==> src/rtl/decode_pkg.sv <==
// ============================================================================
// decode_pkg : opcode map, control-bit indices, instruction field positions
//              and the opcode-to-control decoder shared by the decode stage.
// Rev 1.0
// ============================================================================
`default_nettype none

package decode_pkg;

    localparam int OP_W   = 6;
    localparam int CTRL_N = 15;

    localparam logic [OP_W-1:0] OP_ADD = 6'd0;
    localparam logic [OP_W-1:0] OP_SUB = 6'd1;
    localparam logic [OP_W-1:0] OP_LI  = 6'd2;
    localparam logic [OP_W-1:0] OP_SHL = 6'd3;
    localparam logic [OP_W-1:0] OP_SHR = 6'd4;
    localparam logic [OP_W-1:0] OP_AND = 6'd5;
    localparam logic [OP_W-1:0] OP_OR  = 6'd6;
    localparam logic [OP_W-1:0] OP_XOR = 6'd7;
    localparam logic [OP_W-1:0] OP_BR  = 6'd8;
    localparam logic [OP_W-1:0] OP_BNE = 6'd9;
    localparam logic [OP_W-1:0] OP_MOV = 6'd10;
    localparam logic [OP_W-1:0] OP_ADI = 6'd11;
    localparam logic [OP_W-1:0] OP_MUL = 6'd12;
    localparam logic [OP_W-1:0] OP_HLT = 6'd13;
    localparam logic [OP_W-1:0] OP_NOP = 6'd14;

    localparam int CTRL_ADD = 0;
    localparam int CTRL_SUB = 1;
    localparam int CTRL_LI  = 2;
    localparam int CTRL_SHL = 3;
    localparam int CTRL_SHR = 4;
    localparam int CTRL_AND = 5;
    localparam int CTRL_OR  = 6;
    localparam int CTRL_XOR = 7;
    localparam int CTRL_BR  = 8;
    localparam int CTRL_BNE = 9;
    localparam int CTRL_MOV = 10;
    localparam int CTRL_ADI = 11;
    localparam int CTRL_MUL = 12;
    localparam int CTRL_HLT = 13;
    localparam int CTRL_NOP = 14;

    localparam int F_OP_HI  = 31;
    localparam int F_OP_LO  = 26;
    localparam int F_RS_HI  = 25;
    localparam int F_RS_LO  = 21;
    localparam int F_RT_HI  = 20;
    localparam int F_RT_LO  = 16;
    localparam int F_RD_HI  = 15;
    localparam int F_RD_LO  = 11;
    localparam int F_IMM_HI = 15;
    localparam int F_IMM_LO = 0;

    typedef struct packed {
        logic [CTRL_N-1:0] ctrl;
        logic              wr;
        logic              use_src;
        logic              dst_rt;   // destination taken from rt instead of rd
        logic              illegal;
    } dec_t;

    function automatic dec_t decode_ctrl(input logic [OP_W-1:0] op);
        dec_t d;
        d = '0;
        if (op > OP_NOP) begin
            d.ctrl[CTRL_NOP] = 1'b1;
            d.illegal        = 1'b1;
        end else begin
            d.ctrl    = CTRL_N'(1) << op[3:0];
            d.use_src = 1'b1;
            case (op)
                OP_ADD, OP_SUB, OP_SHL, OP_SHR, OP_AND,
                OP_OR, OP_XOR, OP_MUL, OP_MOV: d.wr = 1'b1;
                OP_ADI: begin
                    d.wr     = 1'b1;
                    d.dst_rt = 1'b1;
                end
                OP_LI: begin
                    d.wr      = 1'b1;
                    d.dst_rt  = 1'b1;
                    d.use_src = 1'b0;
                end
                OP_HLT, OP_NOP: d.use_src = 1'b0;
                default: d.wr = 1'b0;
            endcase
        end
        return d;
    endfunction

endpackage

`default_nettype wire

==> src/rtl/decode_scoreboard.sv <==
// ============================================================================
// decode_scoreboard : per-register pending bits with set/clear/flush-clear
//                     and RAW hazard lookup. Honours WB_BYPASS_EN.
// Rev 1.0
// ============================================================================
`default_nettype none

module decode_scoreboard #(
    parameter int REG_N = 32
) (
    input  logic       clk,
    input  logic       rst,
    input  logic       i_set_en,
    input  logic [4:0] i_set_addr,
    input  logic       i_clr_en,
    input  logic [4:0] i_clr_addr,
    input  logic       i_flush_en,
    input  logic [4:0] i_flush_addr,
    input  logic       i_use_src,
    input  logic [4:0] i_rs,
    input  logic [4:0] i_rt,
    output logic       o_hazard
);

    localparam int AW = (REG_N > 1) ? $clog2(REG_N) : 1;

    logic [REG_N-1:0] r_pend;
    logic [REG_N-1:0] w_set_mask;
    logic [REG_N-1:0] w_clr_mask;
    logic [REG_N-1:0] w_flush_mask;
    logic [REG_N-1:0] w_look;

    always_comb begin
        w_set_mask   = '0;
        w_clr_mask   = '0;
        w_flush_mask = '0;
        if (i_set_en)   w_set_mask[i_set_addr[AW-1:0]]     = 1'b1;
        if (i_clr_en)   w_clr_mask[i_clr_addr[AW-1:0]]     = 1'b1;
        if (i_flush_en) w_flush_mask[i_flush_addr[AW-1:0]] = 1'b1;
    end

`ifdef WB_BYPASS_EN
    assign w_look = r_pend & ~w_clr_mask;
`else
    assign w_look = r_pend;
`endif

    assign o_hazard = i_use_src & (w_look[i_rs[AW-1:0]] | w_look[i_rt[AW-1:0]]);

    // Set is applied last so an issue outranks a same-cycle writeback clear.
    always_ff @(posedge clk) begin
        if (rst) begin
            r_pend <= '0;
        end else begin
            r_pend <= (r_pend & ~w_clr_mask & ~w_flush_mask) | w_set_mask;
        end
    end

endmodule

`default_nettype wire

==> src/rtl/decode_stage_sb.sv <==
// ============================================================================
// decode_stage_sb : instruction decode with register file, RAW scoreboard,
//                   valid/ready handshakes, flush and halt. Option: WB_BYPASS_EN.
// Rev 1.0
// ============================================================================
`default_nettype none

module decode_stage_sb
    import decode_pkg::*;
#(
    parameter int DATA_W = 32,
    parameter int REG_N  = 32,
    parameter int CTRL_W = 16
) (
    input  logic              clock,
    input  logic              reset,
    input  logic              in_valid,
    output logic              in_ready,
    input  logic [DATA_W-1:0] if_pc,
    input  logic [31:0]       if_instr,
    input  logic              wb_en,
    input  logic [4:0]        wb_addr,
    input  logic [DATA_W-1:0] wb_data,
    input  logic              flush,
    output logic              out_valid,
    input  logic              out_ready,
    output logic [DATA_W-1:0] ex_pc,
    output logic [31:0]       ex_instr,
    output logic [DATA_W-1:0] ex_rs_data,
    output logic [DATA_W-1:0] ex_rt_data,
    output logic [DATA_W-1:0] ex_imm,
    output logic [CTRL_W-1:0] ex_ctrl,
    output logic [4:0]        ex_dst,
    output logic              ex_wr,
    output logic              ex_illegal,
    output logic              halted
);

    localparam int AW = (REG_N > 1) ? $clog2(REG_N) : 1;

    logic [DATA_W-1:0] r_rf [REG_N];
    logic              r_out_valid;
    logic              r_halted;
    logic [DATA_W-1:0] r_pc;
    logic [31:0]       r_instr;
    logic [DATA_W-1:0] r_rs_data;
    logic [DATA_W-1:0] r_rt_data;
    logic [DATA_W-1:0] r_imm;
    logic [CTRL_W-1:0] r_ctrl;
    logic [4:0]        r_dst;
    logic              r_wr;
    logic              r_illegal;

    logic [OP_W-1:0]   w_op;
    logic [4:0]        w_rs;
    logic [4:0]        w_rt;
    logic [4:0]        w_rd;
    logic [15:0]       w_imm16;
    dec_t              w_dec;
    logic [4:0]        w_dst;
    logic [CTRL_W-1:0] w_ctrl;
    logic [DATA_W-1:0] w_rs_data;
    logic [DATA_W-1:0] w_rt_data;
    logic              w_hazard;
    logic              w_accept;
    logic              w_flush_clr;

    assign w_op    = if_instr[F_OP_HI:F_OP_LO];
    assign w_rs    = if_instr[F_RS_HI:F_RS_LO];
    assign w_rt    = if_instr[F_RT_HI:F_RT_LO];
    assign w_rd    = if_instr[F_RD_HI:F_RD_LO];
    assign w_imm16 = if_instr[F_IMM_HI:F_IMM_LO];
    assign w_dec   = decode_ctrl(w_op);
    assign w_dst   = !w_dec.wr ? 5'd0 : (w_dec.dst_rt ? w_rt : w_rd);

    always_comb begin
        w_ctrl           = '0;
        w_ctrl[CTRL_N-1:0] = w_dec.ctrl;
    end

    always_comb begin
        w_rs_data = r_rf[w_rs[AW-1:0]];
        w_rt_data = r_rf[w_rt[AW-1:0]];
`ifdef WB_BYPASS_EN
        if (wb_en && (wb_addr[AW-1:0] == w_rs[AW-1:0])) w_rs_data = wb_data;
        if (wb_en && (wb_addr[AW-1:0] == w_rt[AW-1:0])) w_rt_data = wb_data;
`endif
    end

    assign in_ready    = !reset && !r_halted && !flush && !w_hazard
                         && (!r_out_valid || out_ready);
    assign w_accept    = in_valid && in_ready;
    // Only a live ID_EX entry owns its pending bit; a retired one is in execute.
    assign w_flush_clr = flush && r_out_valid && r_wr;

    decode_scoreboard #(
        .REG_N (REG_N)
    ) u_sb (
        .clk          (clock),
        .rst          (reset),
        .i_set_en     (w_accept && w_dec.wr),
        .i_set_addr   (w_dst),
        .i_clr_en     (wb_en),
        .i_clr_addr   (wb_addr),
        .i_flush_en   (w_flush_clr),
        .i_flush_addr (r_dst),
        .i_use_src    (w_dec.use_src),
        .i_rs         (w_rs),
        .i_rt         (w_rt),
        .o_hazard     (w_hazard)
    );

    always_ff @(posedge clock) begin
        if (reset) begin
            for (int i = 0; i < REG_N; i++) r_rf[i] <= '0;
        end else if (wb_en) begin
            r_rf[wb_addr[AW-1:0]] <= wb_data;
        end
    end

    always_ff @(posedge clock) begin
        if (reset) begin
            r_out_valid <= 1'b0;
            r_halted    <= 1'b0;
            r_pc        <= '0;
            r_instr     <= '0;
            r_rs_data   <= '0;
            r_rt_data   <= '0;
            r_imm       <= '0;
            r_ctrl      <= '0;
            r_dst       <= '0;
            r_wr        <= 1'b0;
            r_illegal   <= 1'b0;
        end else if (flush) begin
            r_out_valid <= 1'b0;
        end else if (w_accept) begin
            r_out_valid <= 1'b1;
            r_pc        <= if_pc;
            r_instr     <= if_instr;
            r_rs_data   <= w_rs_data;
            r_rt_data   <= w_rt_data;
            r_imm       <= {{(DATA_W-16){w_imm16[15]}}, w_imm16};
            r_ctrl      <= w_ctrl;
            r_dst       <= w_dst;
            r_wr        <= w_dec.wr;
            r_illegal   <= w_dec.illegal;
            if (w_op == OP_HLT) r_halted <= 1'b1;
        end else if (out_ready) begin
            r_out_valid <= 1'b0;
        end
    end

    assign out_valid  = r_out_valid;
    assign halted     = r_halted;
    assign ex_pc      = r_pc;
    assign ex_instr   = r_instr;
    assign ex_rs_data = r_rs_data;
    assign ex_rt_data = r_rt_data;
    assign ex_imm     = r_imm;
    assign ex_ctrl    = r_ctrl;
    assign ex_dst     = r_dst;
    assign ex_wr      = r_wr;
    assign ex_illegal = r_illegal;

endmodule

`default_nettype wire

==> config.mk <==
export PLATFORM = sky130hd
export DESIGN_NAME = decode_stage_sb
export DESIGN_NICKNAME = d
export VERILOG_FILES = /design/src/rtl/decode_pkg.sv /design/src/rtl/decode_scoreboard.sv /design/src/rtl/decode_stage_sb.sv
export SDC_FILE = /design/constraint.sdc
export NUM_CORES = 2
export LEC_CHECK = 0
export CAP_MARGIN = 20
export CORE_UTILIZATION = 63
export CTS_BUF_LIST = sky130_fd_sc_hd__clkbuf_4 sky130_fd_sc_hd__clkbuf_8
export CTS_CLUSTER_SIZE = 16
export DETAILED_ROUTE_END_ITERATION = 10
export HOLD_SLACK_MARGIN = 0.06
export PLACE_DENSITY_LB_ADDON = 0.05
export SLEW_MARGIN = 5
export SYNTH_ARGS = -nofsm -noshare
export SYNTH_HDL_FRONTEND = slang
export SYNTH_HIERARCHICAL = 1
export SYNTH_SLANG_ARGS = --single-unit
==> constraint.sdc <==
create_clock -name clock -period 5.95 [get_ports clock]
set_input_delay 1.19 -clock clock [delete_from_list [all_inputs] [get_ports clock]]
set_output_delay 1.19 -clock clock [all_outputs]
set_load 0.02 [all_outputs]
==> results.md <==
* Longest Clk Path Bufs at 3
* Async SR Flop Fraction at 0%
* 1st-iter DRT viols at 7037
* Sequential share of the synthesized area at between 50 and 60%
* Leakage at around 24 nW
* Slew HR at 18.1%
* Largest net degree at the start of global routing at 103
* Area leader, netlist: edfxtp_1
* CP max FO at 32
* Fin util at around 73%
* Cell count after placement at around 5600
* Power density cells at ~280 nW/um2
* # fillers at roughly 6300
* Synthesized instance count at around 4400
* Crit path DAT at approximately 4000 ps
* Final setup viols at 0
* Hold Path Depth at 2
* Cell Area, Synth at just over 60000 um2
* Most frequent cells in the layout: 1028 x and2_1, 1024 x edfxtp_1, 473 x mux4_2
* Area contributors post-synth: edfxtp_1 50%, mux4_2 17%, and2_1 10%
* Clk sinks at approximately 1200
* Yosys cell types at 61
* CP required at about 4800 ps
* Row count at between 100 and 150
* Main combinational cell family by area after synthesis: multiplexers
* FF-to-FF path depth at 12
* Synth Warn # at 6
* Setup TNS at 0 ps
* Count of final hold-check violations at 0
* Multiplexer share of the synthesized area at about a fifth
* Vias/cell at between 7 and 8
* Synthesis-stage register bit count at roughly 1200
* Full die area at about 100000 um2
* DP Area at about 66000 um2
* Crit Path Category: in -> out
* Ratio of cells with drive above 1 in the final layout at 23.5%
* Die height at between 300 and 400 um
* Reg2reg start: u_sb/r_pend[27]
* Xor-xnor portion of the synthesized cell area at less than 1%
* Status: finished clean
* Area growth syn-to-layout at 13.7%
* Post-synthesis compound-gate area fraction at about 6%
* Worst skew pair latency at 910 ps
* Simple-gate share of the synthesized area at between 10% and 20%
* Initial Utilization at between 60% and 70%
* Core area at roughly 97000 um2
* Tmin final at roughly 5200 ps
* Setup Buffers After CTS at 0
* Antenna viol nets, final at 0
* RSZ-0062 raised after global routing: no
* Initial antenna violation count at 12
* CTS Root Buffer Type: clkbuf_8
* Worst reg2reg endpoint: u_sb/r_pend[22]
* Crit start category: input pin
* Drt total wl at between 200 and 250 mm
* Synth Area in Adders at 0%
* Die X at approximately 320 um
* Hpwl dp at 127 mm
* Clk slew on worst S/H paths at 60 ps
* Post-Syn Area per Cell at between 10 and 15 um2
* Final slew viol count at 0
* CTS tree: yes
* Vias at ~43000
* Post-synth EDFFs at slightly above 1000
* Least-Margin Pin Slew at ~1200 ps
* CTS Hold Buffers Added at 0
* Vias in the first global route at approximately 41000
* Post-layout net count at around 4700
* Commonest non-fill, non-tap cell in the layout: and2_1
* Routed WL per cell at around 35 um
* TritonCTS Buffers at around 200
* Yosys top cell area share at between 40% and 50%
* Design Power at 19.5 mW
* First-pass GRT wire length at approximately 300 mm
* FMAX at ~0.19 GHz
* Final design instance area without fill at between 70000 and 80000 um2
* Crit path to: in_ready
* Gr ovfl total at 0
* DRT Pass-1 Iters at 8
* CTS resizes at 0
* Reg2Reg Setup Slack at about 2200 ps
* Number of port buffers at about 290
* Final Cycle Share at 86.8%
* Worst Setup SP: if_instr[18]
* Gp weighted congestion at between 0.9 and 1
* Finished Layout Cells at approximately 6000
* DRC at 0
* Syn Nets at between 4000 and 5000
* Hold WC Path Type: reg -> reg
* I/O Pins at 293
* Htree depth at 4
* CP Capture Type: primary output
* Clock Skews at roughly 45 ps
* Max-cap violations at 0
* Gr usage total at approximately 42%
* Synth Flop Type: edfxtp_1
* Max VDD drop at around 0.00024 V
## cell families (layout without fill, tap and decap cells)
| group | after synthesis | after routing |
|---|---|---|
| simple gates | 1464 | 1464 |
| flops | 1208 | 1208 |
| mux | 704 | 704 |
| compound gates | 554 | 554 |
| buf+inv | 489 | 815 |
| other cells | 1 | 16 |
| xor+xnor | 1 | 1 |
## metrics by stage
step	setup WS, ps	hold WS [ps]
6_report	784	454
5_1_grt	699	473
4_1_cts	806	454
2_1_floorplan	1080	475
3_3_place_gp	808	441
3_5_place_dp	801	446
## sequential cells by signal, indices dropped and copies added (netlist names)
signal       flops
ex_wr            1
ex_illegal       1
ex_rs_data      32
ex_ctrl         15
ex_instr        32
u_sb/r_pend     32
ex_rt_data      32
ex_pc           32
ex_dst           5
halted           1
r_rf          1024
out_valid        1
## cell usage after synthesis (all sizes together) (10+ instances only)
cell     count
o21ai       57
o22ai       36
and2      1030
nand2b      13
nand3       12
nor3        27
o2111ai     10
nor2       114
nor3b       14
and3        13
a32o        25
mux4       476
edfxtp    1024
dfxtp      184
a21oi      146
clkbuf     298
a221oi      37
nand2      197
o221ai      14
a31oi       24
a22oi      149
nor2b       13
mux2i      164
buf        184
a211oi      12
o211ai      21
mux2        64
## critical path, cell delays in order
cell and delay, ps:
clkbuf_8 320, mux4_1 590, mux2_2 270, and3_1 170, o31a_1 340, nor4_4 300, and2_1 180, clkdlybuf4s50_1 600
## worst min-delay path by stage
stage | startpoint | to | slack, ps
finish | ex_pc[26] | ex_pc[26] | 450
CTS | ex_pc[26] | ex_pc[26] | 450
global route | ex_pc[2] | ex_pc[2] | 470
floorplan | u_sb/r_pend[26] | u_sb/r_pend[26] | 480
detailed placement | ex_instr[28] | ex_instr[28] | 450
global placement | ex_instr[23] | ex_instr[23] | 440
## layer usage
metal  GRT usage [%]  wire length [um]
met2            62.4             93000
met3            15.3             33400
met4            18.8              9920
met5               0                39
met1            56.0             72500
## layout make-up
| class | instances | area (um2) | share of cell area [%] |
|---|---|---|---|
| clock buffer | 288 | 3510 | 4.98 |
| sequential | 1208 | 34400 | 48.8 |
| clock inverter | 73 | 379 | 0.537 |
| multi-input combinational | 2724 | 25900 | 36.8 |
| tap | 1276 | 1600 | 2.26 |
| antenna | 15 | 37.5 | 0.0532 |
| timing repair buffer | 447 | 4610 | 6.53 |
| inverter | 7 | 28.8 | 0.0408 |
## power by group
group / internal (mW) / switching (mW)
clock: 3.86 / 3.39
sequential: 9.61 / 0.254
combinational: 0.989 / 1.39
Power figures use the tool's default switching activity.
